File: src/rtl/but_led_ctrl.sv
// Button/switch-to-LED controller: synchronised, debounced buttons force an
// override pattern on the LED bank; otherwise a one-hot switch is shown bit-reversed.
module but_led_ctrl #(
   parameter int               N_BTN           = 6,
   parameter logic [N_BTN-1:0] BTN_ACT_LOW     = 6'b000011,
   parameter int               N_SW            = 4,
   parameter int               DEBOUNCE_CYCLES = 16,
   parameter logic [N_SW-1:0]  OVR_PATTERN     = N_SW'(1),
   parameter bit               BLINK_EN        = 1'b0,
   parameter int               BLINK_HALF      = 8,
   parameter int               HOLD_CYCLES     = 4
) (
   input  logic             clk,
   input  logic             rst,
   input  logic [N_BTN-1:0] btn,
   input  logic [N_SW-1:0]  sw,
   output logic [N_SW-1:0]  led,
   output logic [N_BTN-1:0] btn_db,
   output logic [N_BTN-1:0] btn_rise,
   output logic             ovr_active
);

   localparam int DBW = $clog2(DEBOUNCE_CYCLES);
   localparam int HW  = (HOLD_CYCLES > 1) ? $clog2(HOLD_CYCLES) : 1;
   localparam int BW  = (BLINK_HALF > 1) ? $clog2(BLINK_HALF) : 1;
   // Terminal counts: the debounce compare fires one below the increment that would reach DEBOUNCE_CYCLES-1.
   localparam logic [DBW-1:0] DB_LAST    = DBW'(DEBOUNCE_CYCLES - 2);
   localparam logic [HW-1:0]  HOLD_LAST  = (HOLD_CYCLES > 0) ? HW'(HOLD_CYCLES - 1) : '0;
   localparam logic [BW-1:0]  BLINK_LAST = BW'(BLINK_HALF - 1);

   typedef enum logic [1:0] {ST_NORMAL, ST_OVERRIDE, ST_HOLD} state_t;

   logic [N_BTN-1:0] btn_s1_q, btn_s2_q;
   logic [N_SW-1:0]  sw_s1_q, sw_s2_q;
   logic [N_BTN-1:0] btn_db_q, btn_db_d;
   logic [N_BTN-1:0] btn_rise_q, btn_rise_d;
   logic [N_SW-1:0]  led_q, led_d;
   logic             ovr_active_q, ovr_active_d;
   state_t           state_q, state_d;
   logic [HW-1:0]    hold_cnt_q, hold_cnt_d;
   logic [BW-1:0]    blink_cnt_q, blink_cnt_d;
   logic             phase_q, phase_d;
   logic [N_SW-1:0]  sw_dec;
   logic             sw_onehot;
   logic             any_btn;

   always_ff @(posedge clk) begin
      if (rst) begin
         btn_s1_q <= '0;
         btn_s2_q <= '0;
         sw_s1_q  <= '0;
         sw_s2_q  <= '0;
      end else begin
         btn_s1_q <= btn ^ BTN_ACT_LOW;
         btn_s2_q <= btn_s1_q;
         sw_s1_q  <= sw;
         sw_s2_q  <= sw_s1_q;
      end
   end

   genvar gi;
   generate
      for (gi = 0; gi < N_BTN; gi++) begin : g_db
         logic [DBW-1:0] cnt_q;
         logic           differ;
         logic           accept;

         assign differ          = btn_s2_q[gi] ^ btn_db_q[gi];
         assign accept          = differ && (cnt_q == DB_LAST);
         assign btn_db_d[gi]    = accept ? btn_s2_q[gi] : btn_db_q[gi];
         assign btn_rise_d[gi]  = accept && btn_s2_q[gi];

         always_ff @(posedge clk) begin
            if (rst || !differ || accept) begin
               cnt_q <= '0;
            end else begin
               cnt_q <= cnt_q + DBW'(1);
            end
         end
      end

      for (gi = 0; gi < N_SW; gi++) begin : g_dec
         assign sw_dec[N_SW-1-gi] = sw_onehot & sw_s2_q[gi];
      end
   endgenerate

   assign sw_onehot = (sw_s2_q != '0) && ((sw_s2_q & (sw_s2_q - N_SW'(1))) == '0);
   assign any_btn   = |btn_db_q;

   always_ff @(posedge clk) begin
      if (rst) begin
         btn_db_q     <= '0;
         btn_rise_q   <= '0;
         state_q      <= ST_NORMAL;
         hold_cnt_q   <= '0;
         blink_cnt_q  <= '0;
         phase_q      <= 1'b0;
         led_q        <= '0;
         ovr_active_q <= 1'b0;
      end else begin
         btn_db_q     <= btn_db_d;
         btn_rise_q   <= btn_rise_d;
         state_q      <= state_d;
         hold_cnt_q   <= hold_cnt_d;
         blink_cnt_q  <= blink_cnt_d;
         phase_q      <= phase_d;
         led_q        <= led_d;
         ovr_active_q <= ovr_active_d;
      end
   end

   // A new press always wins, including the cycle the hold would expire.
   always_comb begin
      state_d    = state_q;
      hold_cnt_d = hold_cnt_q;
      case (state_q)
         ST_NORMAL: begin
            hold_cnt_d = '0;
            if (any_btn) state_d = ST_OVERRIDE;
         end
         ST_OVERRIDE: begin
            hold_cnt_d = '0;
            if (!any_btn) state_d = (HOLD_CYCLES > 0) ? ST_HOLD : ST_NORMAL;
         end
         ST_HOLD: begin
            if (any_btn) begin
               state_d    = ST_OVERRIDE;
               hold_cnt_d = '0;
            end else if (hold_cnt_q == HOLD_LAST) begin
               state_d    = ST_NORMAL;
               hold_cnt_d = '0;
            end else begin
               hold_cnt_d = hold_cnt_q + HW'(1);
            end
         end
         default: begin
            state_d    = ST_NORMAL;
            hold_cnt_d = '0;
         end
      endcase
   end

   // Blink phase restarts only on entry from NORMAL; HOLD<->OVERRIDE leaves it running.
   always_comb begin
      blink_cnt_d  = '0;
      phase_d      = 1'b0;
      led_d        = sw_dec;
      ovr_active_d = 1'b0;
      if (state_d != ST_NORMAL) begin
         if (state_q == ST_NORMAL) begin
            phase_d = 1'b1;
         end else if (blink_cnt_q == BLINK_LAST) begin
            phase_d = ~phase_q;
         end else begin
            blink_cnt_d = blink_cnt_q + BW'(1);
            phase_d     = phase_q;
         end
         led_d        = (BLINK_EN && !phase_d) ? '0 : OVR_PATTERN;
         ovr_active_d = 1'b1;
      end
   end

   assign led        = led_q;
   assign btn_db     = btn_db_q;
   assign btn_rise   = btn_rise_q;
   assign ovr_active = ovr_active_q;

endmodule
File: config.mk
export PLATFORM = sky130hd
export DESIGN_NAME = but_led_ctrl
export DESIGN_NICKNAME = d
export VERILOG_FILES = /design/src/rtl/but_led_ctrl.sv
export SDC_FILE = /design/constraint.sdc
export NUM_CORES = 1
export LEC_CHECK = 0
export BUFFER_PORTS_ARGS = -buffer_cell sky130_fd_sc_hd__buf_2
export CAP_MARGIN = 20
export CORE_ASPECT_RATIO = 0.9
export CORE_MARGIN = 2
export CORE_UTILIZATION = 55
export DETAILED_ROUTE_END_ITERATION = 8
export PLACE_DENSITY = 0.76
export REMOVE_ABC_BUFFERS = 1
export SYNTH_ARGS = -nofsm -noshare
export SYNTH_HDL_FRONTEND = slang
export SYNTH_SLANG_ARGS = --single-unit
File: constraint.sdc
create_clock -name clk -period 2.98 [get_ports clk]
set_input_delay 0.149 -clock clk [delete_from_list [all_inputs] [get_ports clk]]
set_output_delay 0.149 -clock clk [all_outputs]
set_load 0.005 [all_outputs]
==> results.md, run 1 <==
- The clock tree synthesis step divided the H-tree into 3 levels.
- The tree built by TritonCTS fans out to 65 sinks.
- The overall overflow remaining after global route is 0.
- After detailed routing, the number of remaining DRC violations is 0.
- The transition time at the pin with the least slew margin is 0.731 ns.
- After routing, the total negative slack on setup checks comes to 0 ns.
- The hold path startpoint is btn[3].
- Of the post-synthesis cell area, the dominant cell type holds 0.570.
- Along the worst path, the maximum fanout reaches 5.
- The first-iteration detailed-routing DRC count is 31.
- For the final database, setup skew stands at 0.00594 ns.
- The floorplan step defined a die boundary enclosing 4680 um^2.
- Dividing the detail-routed wire length by the instance count gives about 11 um.
- In this run the core area contains 22 standard-cell rows.
- After layout, the minimum clock period comes to 1.29 ns.
- The average size of a mapped cell is between 10 and 15 um^2.
- IR analysis of the VDD net gives a maximum drop of 0.000348 V.
- The detail route stage leaves a number of antenna-violating nets equal to 0.
- The repair_antennas step left the layout with diodes totalling 0.
- By area the synthesized netlist is led by dfxtp_1 57%, ha_1 7.1%, nor2_1 5.8%.
- In the final layout, the share of cells above drive strength 1 is 0.174.
- The detailed-router iteration count before antenna repair is 4.
- The main flop type after synthesis is dfxtp_1.
- The run finished with clean final reports.
- The worst setup path is of the flop to flop kind.
- For this run, the register share of the synthesized area comes to 0.570.
- The Yosys step of the flow raised 0 warnings.
- Setup repair after global routing left no endpoint under its margin.
- The number of buffers inserted by port buffering is 28.
- The path class of the tightest hold or removal check is input port to flop.
- The final max-slew violation count is 0.
- The worst setup path is captured at a flop.
- From synthesis to final layout, the design area changed by 19.0%.
- The synthesized design contains 0 enable-type register cells.
- At the later pin of the worst-skew pair, clock insertion delay measures 0.34 ns.
- Across the run, the number of max-cap violations was 0.
- STA puts the critical path data required time at around 3.2 ns.
- TritonCTS built the clock tree.
- Derived from the worst setup path, the maximum achievable clock frequency is 0.776 GHz.
- Counting flops with an async set or reset pin after synthesis yields a share of 0.
- Summed over all nets, the half-perimeter wirelength after detailed placement is 2270 um.
- The number of failing hold endpoints at the final stage was 0.
- The count of distinct cell types in the synthesized netlist is 26.
- The relative slew slack is 0.513.
- The largest net degree at the start of global routing is 47.
- For the worst setup path, the data arrival time is 1.53 ns.
- The CTS clock-pin slew for the worst setup and hold paths is ~0.070 ns.
- Synthesis produced 212 cells.
- Walking the worst path, the cells encountered are nor4_4 -> a31oi_1 -> nor4_1.
- The number of clock buffers added by TritonCTS is 9.
- The final RePlAce weighted congestion is about 0.75.
- The library cell occupying the most area in the post-synthesis netlist is dfxtp_1.
- The initial utilization of the core area, before any placement, comes to 0.568.
- The total setup buffers inserted after CTS is 0.
- The number of antenna violations at the first check in global routing was 0.
- The die is 71.9 um wide.
- The master of the slowest instance on the critical path is dfxtp_1.
- The via count of the first global-routing pass is 1,435.
- The kind of start point of the critical path is a flop.
- Excluding fillers, the count of instances in the completed layout stands at 307.
- The number of cells after detailed placement is 283.
- Setup violations remaining at the end of the flow were counted as 0.
- The worst register-to-register path has a setup slack of 1.69 ns.
- In the synthesized netlist, the cells that appear most often are 65 x dfxtp_1, 35 x nor2_1, 18 x nor2b_1.
- The final layout contains 279 nets.
- The clock tree buffer depth is 2.
- The top-level port count is 29.
- The area of the core region is 4020 um^2.
- The critical path launch point is btn_db[5].
- The global router's overall resource usage is 0.176.
- The clock tree root buffer cell is clkbuf_8.
- The power per unit of standard cell area is 584 nW/um^2.
- The startpoint of the most critical register-to-register path is btn_db[5].
- The synthesized design contains 65 register bits.
- On the worst path, the slowest cell contributes a delay of 0.38 ns.
- The first global-routing pass estimated just over 6000 um of wire.
- Dividing the final minimum period by the clock period gives 0.432.
- The cell area that synthesis handed to floorplanning was 2280 um^2.
- The cell with the most instances after synthesis is dfxtp_1.
- The final layout contains routed wiring with a total length of between 3000 and 4000 um.
- The floorplan step set the die height to 65.1 um.
- The post-detailed-route via-to-cell ratio is 4.88.
- Summed over all cells, the static leakage comes to ~1.2 nW.
- The total number of vias is 1,497.
-- where the power goes --
| part | total (W) | internal (W) | switching [W] | leakage [nW] |
|---|---|---|---|---|
| sequential | 0.000894 | 0.000885 | 0.00000845 | 0.528 |
| clock | 0.000645 | 0.000347 | 0.000298 | 0.0867 |
| combinational | 0.0000472 | 0.0000265 | 0.0000206 | 0.580 |
-- critical path, delay by kind of cell (launching register included) --
| family | cells | cell delay [ns] |
|---|---|---|
| AO/OA/AOI/OAI | 1 | 0.18 |
| AND/OR/NAND/NOR | 2 | 0.63 |
| flip-flops | 1 | 0.38 |
-- layout by cell type (no fill, tap or decap), types with 3 or more instances in the layout --
cell type      netlist  routed
nor4b_1              6       6
mux2i_1              6       6
nand3_1             12      12
nor4_1               4       4
nand3b_1             6       6
nor2_1              35      35
dlygate4sd3_1        0       8
buf_2                2      28
xnor2_1              6       6
dfxtp_1             65      65
clkbuf_1             3       3
nand2b_1             4       4
clkbuf_8             0      11
xor2_1              12      12
ha_1                13      13
inv_1                7       7
nor2b_1             18      18
-- per-stage QoR --
| step | hold WS (ns) | util | total power, W | area [um^2] | setup WS [ns] |
|---|---|---|---|---|---|
| 2_1_floorplan | 0.216 | - | 0.000932 | 2260 | 1.79 |
| 3_3_place_gp | 0.307 | 0.612 | 0.000951 | 2460 | 1.76 |
| 3_5_place_dp | 0.309 | 0.612 | 0.000952 | 2460 | 1.71 |
| 4_1_cts | 0.0103 | 0.676 | 0.00161 | 2720 | 1.69 |
| 5_1_grt | 0.00417 | 0.676 | 0.00167 | 2720 | 1.57 |
| 6_report | 0.0325 | 0.676 | 0.00159 | 2720 | 1.69 |
-- state kept, by name, indices dropped and copies added, names as in the netlist --
name	flops
ovr_active	1
led	4
state_q	2
btn_s2_q	6
g_db.cnt_q	24
btn_db	6
sw_s1_q	4
hold_cnt_q	2
sw_s2_q	4
btn_s1_q	6
btn_rise	6
-- final cells by class --
class	instances	area, um^2
Sequential cell	65	1300
Inverter	7	26.3
Clock buffer	14	163
Timing Repair Buffer	36	220
Clock inverter	2	12.5
Fill cell	320	1300
Tap cell	48	60.1
Multi-Input combinational cell	135	933
-- logic make-up after synthesis --
kind of cell / count (synthesis) / share of synthesized area
AND/OR/NAND/NOR: 92 / 0.224
buffers and inverters: 12 / 0.0208
multiplexers: 6 / 0.0263
XOR/XNOR: 18 / 0.0691
AO/OA/AOI/OAI: 6 / 0.0186
flip-flops: 65 / 0.570
adder cells (fa/ha/maj): 13 / 0.0713
-- layer usage --
| metal | part of all wire | GRT usage | vias to the layer above |
|---|---|---|---|
| met5 | 0 | 0 | - |
| met4 | 0.0088 | 0.0731 | 0 |
| met3 | 0.055 | 0.107 | 4 |
| met2 | 0.47 | 0.284 | 28 |
| met1 | 0.46 | 0.187 | 677 |
| li1 | - | - | 788 |
-- path summary, 6_finish.rpt --
path	endpoint	cells after the start
max	led[2]	3
min	btn_s1_q[3]	2
max reg2reg	led[2]	3
min reg2reg	hold_cnt_q[0]	1
-- what timing repair did --
action,4_1_cts,5_1_grt
endpoints found under the hold margin,8,0
gates resized for setup,0,0
hold buffers,8,0
Power figures use the tool's default switching activity.
==> run 2, diff against run 1 <==
CORE_UTILIZATION = 50   (was 55)
PLACE_DENSITY = 0.73   (was 0.76)
clock period = 1.04 ns   (was 2.98 ns; I/O delays follow)
==> results.md, run 2 (same netlist as run 1, synthesis figures left out) <==
- The cell row count is 23 (+4.5%).
- The cell family contributing the most delay on the critical path is simple AND/OR/NAND/NOR gates.
- The count of filler cells inserted in the layout is 315 (-1.6%).
- The startpoint of the most critical register-to-register path is btn_db[5].
- The area of the core region is 4430 um^2 (+10%).
- The worst hold path terminates at btn_db[5].
- The synthesis-to-layout area growth is 38.3%.
- The post-detailed-route via-to-cell ratio came to 4.64 (-4.8%).
- The buffer and inverter count on the worst path was 1 (+1).
- The floorplan die height is 68.1 um (+4.6%).
- The final RePlAce weighted congestion is 0.733 (-2.8%).
- The type of destination of the critical path is a flop.
- The final instance count without filler cells is 345 (+12%).
- The kind of start point of the critical path is a flop.
- The overall overflow remaining after global route is 0 (unchanged).
- The number of nets in the finished design is 303 (+8.6%).
- The final antenna-violating net count came to 0 (unchanged).
- The biggest cell delay along the critical path was 0.35 ns (-0.03 ns).
- The clock power share came to 0.421 (+0.014).
- In the layout the commonest cells are 47 x dfxtp_1, 35 x nor2_1, 28 x buf_2, 19 x buf_4, 18 x nor2b_1.
- The initial standard-cell utilization of the core is 0.515 (-0.0529).
- TritonCTS built the clock tree.
- The largest fanout on the critical path came to 3 (-2).
- The worst path required time is 1.25 ns (-1.98 ns).
- Setup repair after global routing could not meet its margin everywhere.
- The detailed-route wire length is 3950 um (+13%).
- The leakage power summed over all cells was 1.35 nW (+13%).
- The count of final setup violators is 8 (+8).
- The first-iteration detailed-routing DRC count is 44 (+42%).
- The maximum level of the CTS H-tree was 3 (unchanged).
- The worst flop-to-flop path endpoint is led[0].
- The utilization after layout is 0.712 (+0.0361).
- The net load switching power is 0.000976 W (+200%).
- The number of max-cap violations is 0 (unchanged).
- Traced cell by cell, the critical path runs through nor4_4 -> buf_4 -> a31o_4 -> a31oi_1.
- The floorplan die width is 75.2 um (+4.6%).
- The insertion delay of the later-clocked pin in the worst-skew pair came to 0.34 ns (about the same).
- The number of failing hold endpoints at the final stage was 0 (unchanged).
- The minimum clock period is 1.21 ns (-0.0829 ns).
- The path type of the worst min-delay path is input port to flop.
- The master of the slowest instance on the critical path is nor4_4.
- The fraction of the cycle the final worst path needs came to 1.16 (+0.726).
- Counting flops per register, the top entry is g_db.cnt_q.
- The transition time at the pin with the least slew margin is 0.494 ns (-0.236 ns).
- The cell count of the worst reg-to-reg path is 4 (+1).
- The wire length of the first global-routing pass was 5910 um (-2.3%).
- The post-placement setup slack was -0.202 ns (-1.91 ns).
- The number of instances on the worst hold path is 2 (unchanged).
- The power per unit of standard cell area is 1500 nW/um^2 (+160%).
- The worst clock skew was 0.00389 ns (-0.00205 ns).
- The run finished, with violations left.
- The number of DRC violations after detailed routing is 0 (unchanged).
- The via count of the first global-routing pass came to 1,375 (-4.2%).
- The commonest non-fill, non-tap cell in the layout is dfxtp_1.
- The relative slew slack is 0.670 (+0.158).
- The switching portion of total power is 0.206 (-0.000560).
- The largest net degree at the start of global routing is 29 (-38%).
- The number of buffers inserted by port buffering is 28 (unchanged).
- The largest vdd supply drop was 0.00112 V (+220%).
- The total number of vias came to 1,602 (+7.0%).
- The clock tree buffer depth is 2 (unchanged).
- The portion of total power attributed to combinational logic is 0.039 (+0.009).
- The layout cell share with drive strength beyond 1 came to 0.392 (+0.218).
- The half-perimeter wire length after placement is 2370 um (+4.4%).
- The number of buffers added by the clock tree synthesis step is 9 (unchanged).
- The cell-internal power was 0.00376 W (+200%).
- The arrival time at the worst endpoint is 1.41 ns (-0.12 ns).
- The floorplan die area is 5120 um^2 (+9.4%).
- The final max-slew violation count came to 0 (unchanged).
- The global router's overall resource usage came to 0.164 (-0.0128).
- The post-detailed-route wirelength per cell is 11.5 um (+0.25%).
- The detailed-router iteration count before antenna repair is 4 (unchanged).
- The critical path is of the flop to flop type.
- The hold path startpoint is rst.
- The number of antenna violations at the first check in global routing was 0 (unchanged).
- The maximum frequency from static timing analysis is 0.830 GHz (+6.9%).
- The top-level port count was 29 (unchanged).
- The number of cells after detailed placement is 318 (+12%).
- The most critical setup path has its startpoint at btn_db[5].
- In this run the clock root is driven by a clkbuf_8.
- The CTS clock-pin slew for the worst setup and hold paths is 0.06 ns (about the same).
- The number of flip-flops under the largest register name is 24 (unchanged).
- The final reports fail on negative setup slack.
- The final setup slack of the worst path is -0.165 ns (-1.86 ns).
- The number of diodes is 0 (unchanged).
- The flop-to-flop setup slack was -0.17 ns (-1.86 ns).
- The number of sinks on the clock net is 65 (unchanged).
- The proportion of power drawn by flip-flops and latches is 0.539 (-0.025).
run 2: routing by layer:
metal  wire, um  track usage
met1       1740        0.184
met2       1940        0.248
met3        172        0.100
met4        107       0.0724
met5          0            0
run 2: area by class of cell:
cell class	instances	area, um^2	area share
clock buffers	14	183	0.0579
well taps	62	77.6	0.0246
clock inverters	2	10.0	0.00317
inverters	7	26.3	0.00833
repair buffers	60	417	0.132
flip-flops and latches	65	1330	0.420
multi-input cells	135	1120	0.354
run 2: how the worst max path moves through the flow:
stage                       endpoint  slack, ns  depth (start not counted)
final                         led[0]      -0.17                          4
after global routing          led[0]      -0.25                          4
after CTS                     led[0]      -0.15                          4
after global placement    state_q[1]      -0.19                          4
after detailed placement  state_q[1]      -0.20                          4
after floorplan           state_q[1]      -0.15                          4
run 2: through the flow:
| step | TNS [ns] | total power [W] | area (um^2) | hold WS [ns] |
|---|---|---|---|---|
| after global routing | -2.14 | 0.00491 | 3160 | 0.192 |
| after CTS | -0.809 | 0.00478 | 3010 | 0.140 |
| final | -0.721 | 0.00474 | 3160 | 0.158 |
| after floorplan | -0.713 | 0.00267 | 2260 | 0.119 |
| after global placement | -1.04 | 0.00275 | 2640 | 0.208 |
| after detailed placement | -1.44 | 0.00276 | 2640 | 0.207 |
run 2: power by group through the flow:
| stage | Sequential [W] | Combinational [W] | Clock, W |
|---|---|---|---|
| 4_1_cts | 0.00256 | 0.000178 | 0.00205 |
| 3_3_place_gp | 0.00261 | 0.000144 | 0 |
| 6_report | 0.00256 | 0.000186 | 0.00200 |
| 3_5_place_dp | 0.00261 | 0.000147 | 0 |
| 2_1_floorplan | 0.00261 | 0.0000590 | 0 |
| 5_1_grt | 0.00256 | 0.000205 | 0.00214 |
run 2: repair_timing:
item                                    CTS  global route
buffers inserted                          1             1
cloned                                    0             0
pin swaps                                11            18
hold buffers                             10             0
resized for setup                        20            38
hold endpoints to repair                 10             0
endpoints found under the setup margin   39            45
==> run 3, diff against run 2 <==
ABC_AREA = 1   (was unset)
CORE_UTILIZATION = 51   (was 50)
CTS_CLUSTER_DIAMETER = 40   (was unset)
PLACE_DENSITY = 0.74   (was 0.73)
==> results.md, run 3 <==
- The floorplan die height is 68.6 um (+0.67%).
- The total number of vias is 1,775 (+11%).
- The final instance count without filler cells was 382 (+11%).
- The final RePlAce weighted congestion is 0.803 (+9.5%).
- Ranked by flip-flop count, first place goes to g_db.cnt_q.
- The number of DRC violations after detailed routing is 0 (unchanged).
- The top-level port count came to 29 (unchanged).
- TritonCTS built the clock tree.
- The post-detailed-route wirelength per cell is 10.5 um (-8.7%).
- The largest vdd supply drop is 0.00113 V (+0.85%).
- Ranked by total cell area, the synthesized netlist is headed by dfxtp_1 55%, nor2_1 7.8%, ha_1 6.9%.
- The detailed-router iteration count before antenna repair is 4 (unchanged).
- The leakage power summed over all cells is 1.38 nW (+2.3%).
- The largest fanout on the critical path is 3 (unchanged).
- The number of enable-type register cells in the synthesized netlist is 0 (unchanged).
- The register bit count reported by yosys is 65 (unchanged).
- The synthesis-to-layout area growth is 32.0%.
- The portion of the post-synthesis area used by sequential elements is 0.551 (-0.0190).
- The maximum level of the CTS H-tree is 3 (unchanged).
- The arrival time at the worst endpoint is 1.27 ns (-0.14 ns).
- The area of the core region is 4460 um^2 (+0.65%).
- The category of cells accounting for the largest share of critical-path delay is simple AND/OR/NAND/NOR gates.
- Traced cell by cell, the critical path runs through ha_2 -> nand3b_1 -> nand2_2 -> nand2_1 -> nand3_2 -> nor2_1.
- The final setup slack of the worst path is 0.00332 ns (+0.168 ns).
- The number of sinks on the clock net was 65 (unchanged).
- The timing endpoint of the critical path is led[3].
- The number of warning messages in the yosys log is 0 (unchanged).
- The final antenna-violating net count is 0 (unchanged).
- The number of buffers inserted by port buffering is 28 (unchanged).
- The number of antenna violations at the first check in global routing was 0 (unchanged).
- The post-detailed-route via-to-cell ratio came to 4.65 (about the same).
- The transition time at the pin with the least slew margin is 0.285 ns (-0.209 ns).
- The worst path required time is 1.27 ns (+0.02 ns).
- The run finished with clean final reports.
- The average size of a mapped cell was 9.12 um^2 (-15%).
- The via count of the first global-routing pass was 1,623 (+18%).
- The number of max-cap violations came to 0 (unchanged).
- The utilization after layout is 0.699 (-0.0133).
- By instance count, the leading cell after synthesis is dfxtp_1.
- The number of diodes is 0 (unchanged).
- The count of final setup violators was 0 (-8).
- In this run the critical register-to-register path is launched from hold_cnt_q[0].
- The main flop type after synthesis is dfxtp_1.
- The share of flip-flops with an asynchronous set or reset after synthesis is 0 (unchanged).
- The wire length of the first global-routing pass is 6620 um (+12%).
- The gate count of the mapped netlist was 259 (+22%).
- The count of filler cells inserted in the layout is 360 (+14%).
- The floorplan die area is 5190 um^2 (+1.3%).
- The final max-slew violation count is 0 (unchanged).
- The slowest stage of the critical path belongs to the cell dfxtp_2.
- In this run the most critical hold path is launched from rst.
- The critical path launch point is hold_cnt_q[0].
- The insertion delay of the later-clocked pin in the worst-skew pair is 0.34 ns (about the same).
- The cell row count came to 23 (unchanged).
- The post-placement setup slack is -0.00356 ns (+0.198 ns).
- The flop-to-flop setup slack was 0.003 ns (+0.17 ns).
- The count of distinct cell types in the synthesized netlist was 20 (-23%).
- The buffer and inverter count on the worst path is 0 (-1).
- The CTS clock-pin slew for the worst setup and hold paths is 0.07 ns (about the same).
- The global router's overall resource usage is 0.179 (+0.0152).
- The footprint of the flip-flops and latches is 1310 um^2 (-1.4%).
- The maximum frequency from static timing analysis is 0.965 GHz (+16%).
- The overall power was 0.00561 W (+18%).
- The cell count of the worst reg-to-reg path came to 6 (+2).
- The minimum clock period is 1.04 ns (-0.168 ns).
- The worst register-to-register path ends at led[3].
- The layout cell share with drive strength beyond 1 is 0.278 (-0.114).
- The floorplan die width was 75.7 um (+0.67%).
- The area used by multi-input combinational logic was 962 um^2 (-14%).
- The critical path depth in cells is 6 (+2).
- The largest net degree at the start of global routing came to 26 (-10%).
- The number of nets in the finished design was 340 (+12%).
- The clock tree buffer depth is 2 (unchanged).
- The number of buffers added by the clock tree synthesis step is 9 (unchanged).
- The library cell used most frequently in the layout, excluding fill and tap cells, is dfxtp_1.
- The synthesized design spends more area on one cell type than any other, namely dfxtp_1.
- The relative slew slack is 0.808 (+0.138).
- The total standard cell area after synthesis is 2360 um^2 (+3.5%).
- The biggest cell delay along the critical path is 0.32 ns (-0.03 ns).
- The power per unit of standard cell area is 1800 nW/um^2 (+20%).
- The worst hold path belongs to the class input port to flop.
- The type of destination of the critical path is a flop.
- The total placed instance area was 2640 um^2 (+0.19%).
- In the layout the commonest cells are 60 x dfxtp_1, 45 x nor2_1, 41 x inv_1, 28 x buf_2, 16 x nand2_1.
- The worst setup path category is flop to flop.
- The portion of synthesized cell area occupied by the leading cell type is 0.551 (-0.0190).
- The final standard cell area without fillers was 3120 um^2 (-1.2%).
- The worst clock skew is 0.00496 ns (+0.00107 ns).
- The number of flip-flops under the largest register name is 24 (unchanged).
- The detailed-route wire length is 3990 um (+1.0%).
- The half-perimeter wire length after placement is 2670 um (+13%).
- The number of failing hold endpoints at the final stage is 0 (unchanged).
- The initial standard-cell utilization of the core is 0.529 (+0.0143).
- The clock tree root buffer cell is clkbuf_8.
- The fraction of the cycle the final worst path needs is 0.997 (-0.162).
- The overall overflow remaining after global route is 0 (unchanged).
- The worst setup path is launched from a flop.
- Setup repair after global routing could not meet its margin everywhere.
- Sorting the synthesized cells by how often they occur yields 65 x dfxtp_1, 49 x nor2_1, 41 x inv_1.
- The number of cells after detailed placement is 356 (+12%).
- The first-iteration detailed-routing DRC count is 37 (-16%).
run 3: cell types whose count changed after synthesis, moves of 8 or more:
| cell | previous run | this run |
|---|---|---|
| inv_1 | 7 | 41 |
| nor2b_1 | 18 | 0 |
| nand2_1 | 2 | 17 |
| nor2_1 | 35 | 49 |
| nand4_1 | 0 | 10 |
| nand3_1 | 12 | 20 |
run 3: where the power goes:
part / internal, W / leakage (nW) / total [W] / switching, W
Sequential: 0.00254 / 0.531 / 0.00256 / 0.0000198
Clock: 0.00196 / 0.140 / 0.00287 / 0.000907
Combinational: 0.0000898 / 0.711 / 0.000182 / 0.0000926
Total: 0.00459 / 1.38 / 0.00561 / 0.00102
run 3: through the flow:
step           setup TNS [ns]  hold WS (ns)
2_1_floorplan               0         0.119
3_3_place_gp                0         0.202
3_5_place_dp         -0.00356         0.204
4_1_cts               -0.0252        0.0970
5_1_grt                 -1.03         0.106
6_report                    0         0.114
run 3: cells by family after synthesis:
group | after synthesis | share of synthesized area
and+or+nand+nor | 113 | 0.227
DFF | 65 | 0.551
buffers and inverters | 46 | 0.0806
xor gates and xnor gates | 16 | 0.0594
adders and majority gates | 13 | 0.0689
AOI/OAI and AO/OA | 6 | 0.0127
run 3: final cells by class:
cell class                 instances  share of cell area
clock buffer                      11              0.0486
clock inverter                     5              0.0401
inverter                          42              0.0506
multi-input combinational        148               0.309
sequential                        65               0.420
tap                               62              0.0249
timing repair buffer              49               0.108
run 3: worst min path at each step:
stage             endpoint  cells after the start  slack (ns)
6_report        sw_s1_q[2]                      3        0.11
3_5_place_dp   btn_s1_q[1]                      2        0.20
4_1_cts         sw_s2_q[3]                      3         0.1
5_1_grt         sw_s1_q[0]                      3        0.11
2_1_floorplan  btn_s1_q[0]                      1        0.12
3_3_place_gp   btn_s1_q[1]                      2        0.20
run 3: worst register-to-register path, stage by stage, from the launching register on:
cell	delay (ns)
dfxtp_2	0.32
ha_2	0.15
nand3b_1	0.18
nand2_2	0.10
nand2_1	0.06
nand3_2	0.08
nor2_1	0.04
run 3: per-layer routing:
layer | part of all wire | up-vias | track usage | routed length [um]
li1 | - | 928 | - | -
met2 | 0.48 | 31 | 0.277 | 1940
met1 | 0.46 | 812 | 0.205 | 1830
met5 | 0 | - | 0 | 0
met4 | 0.0088 | 0 | 0.0855 | 35
met3 | 0.049 | 4 | 0.0901 | 196
run 3: timing repair:
item | in CTS | in global routing
pin swaps | 7 | 7
hold buffers | 10 | 0
endpoints found under the hold margin | 10 | 0
gates cloned | 0 | 0
resized for setup | 6 | 19
buffers inserted | 0 | 0
setup endpoints to repair | 9 | 39
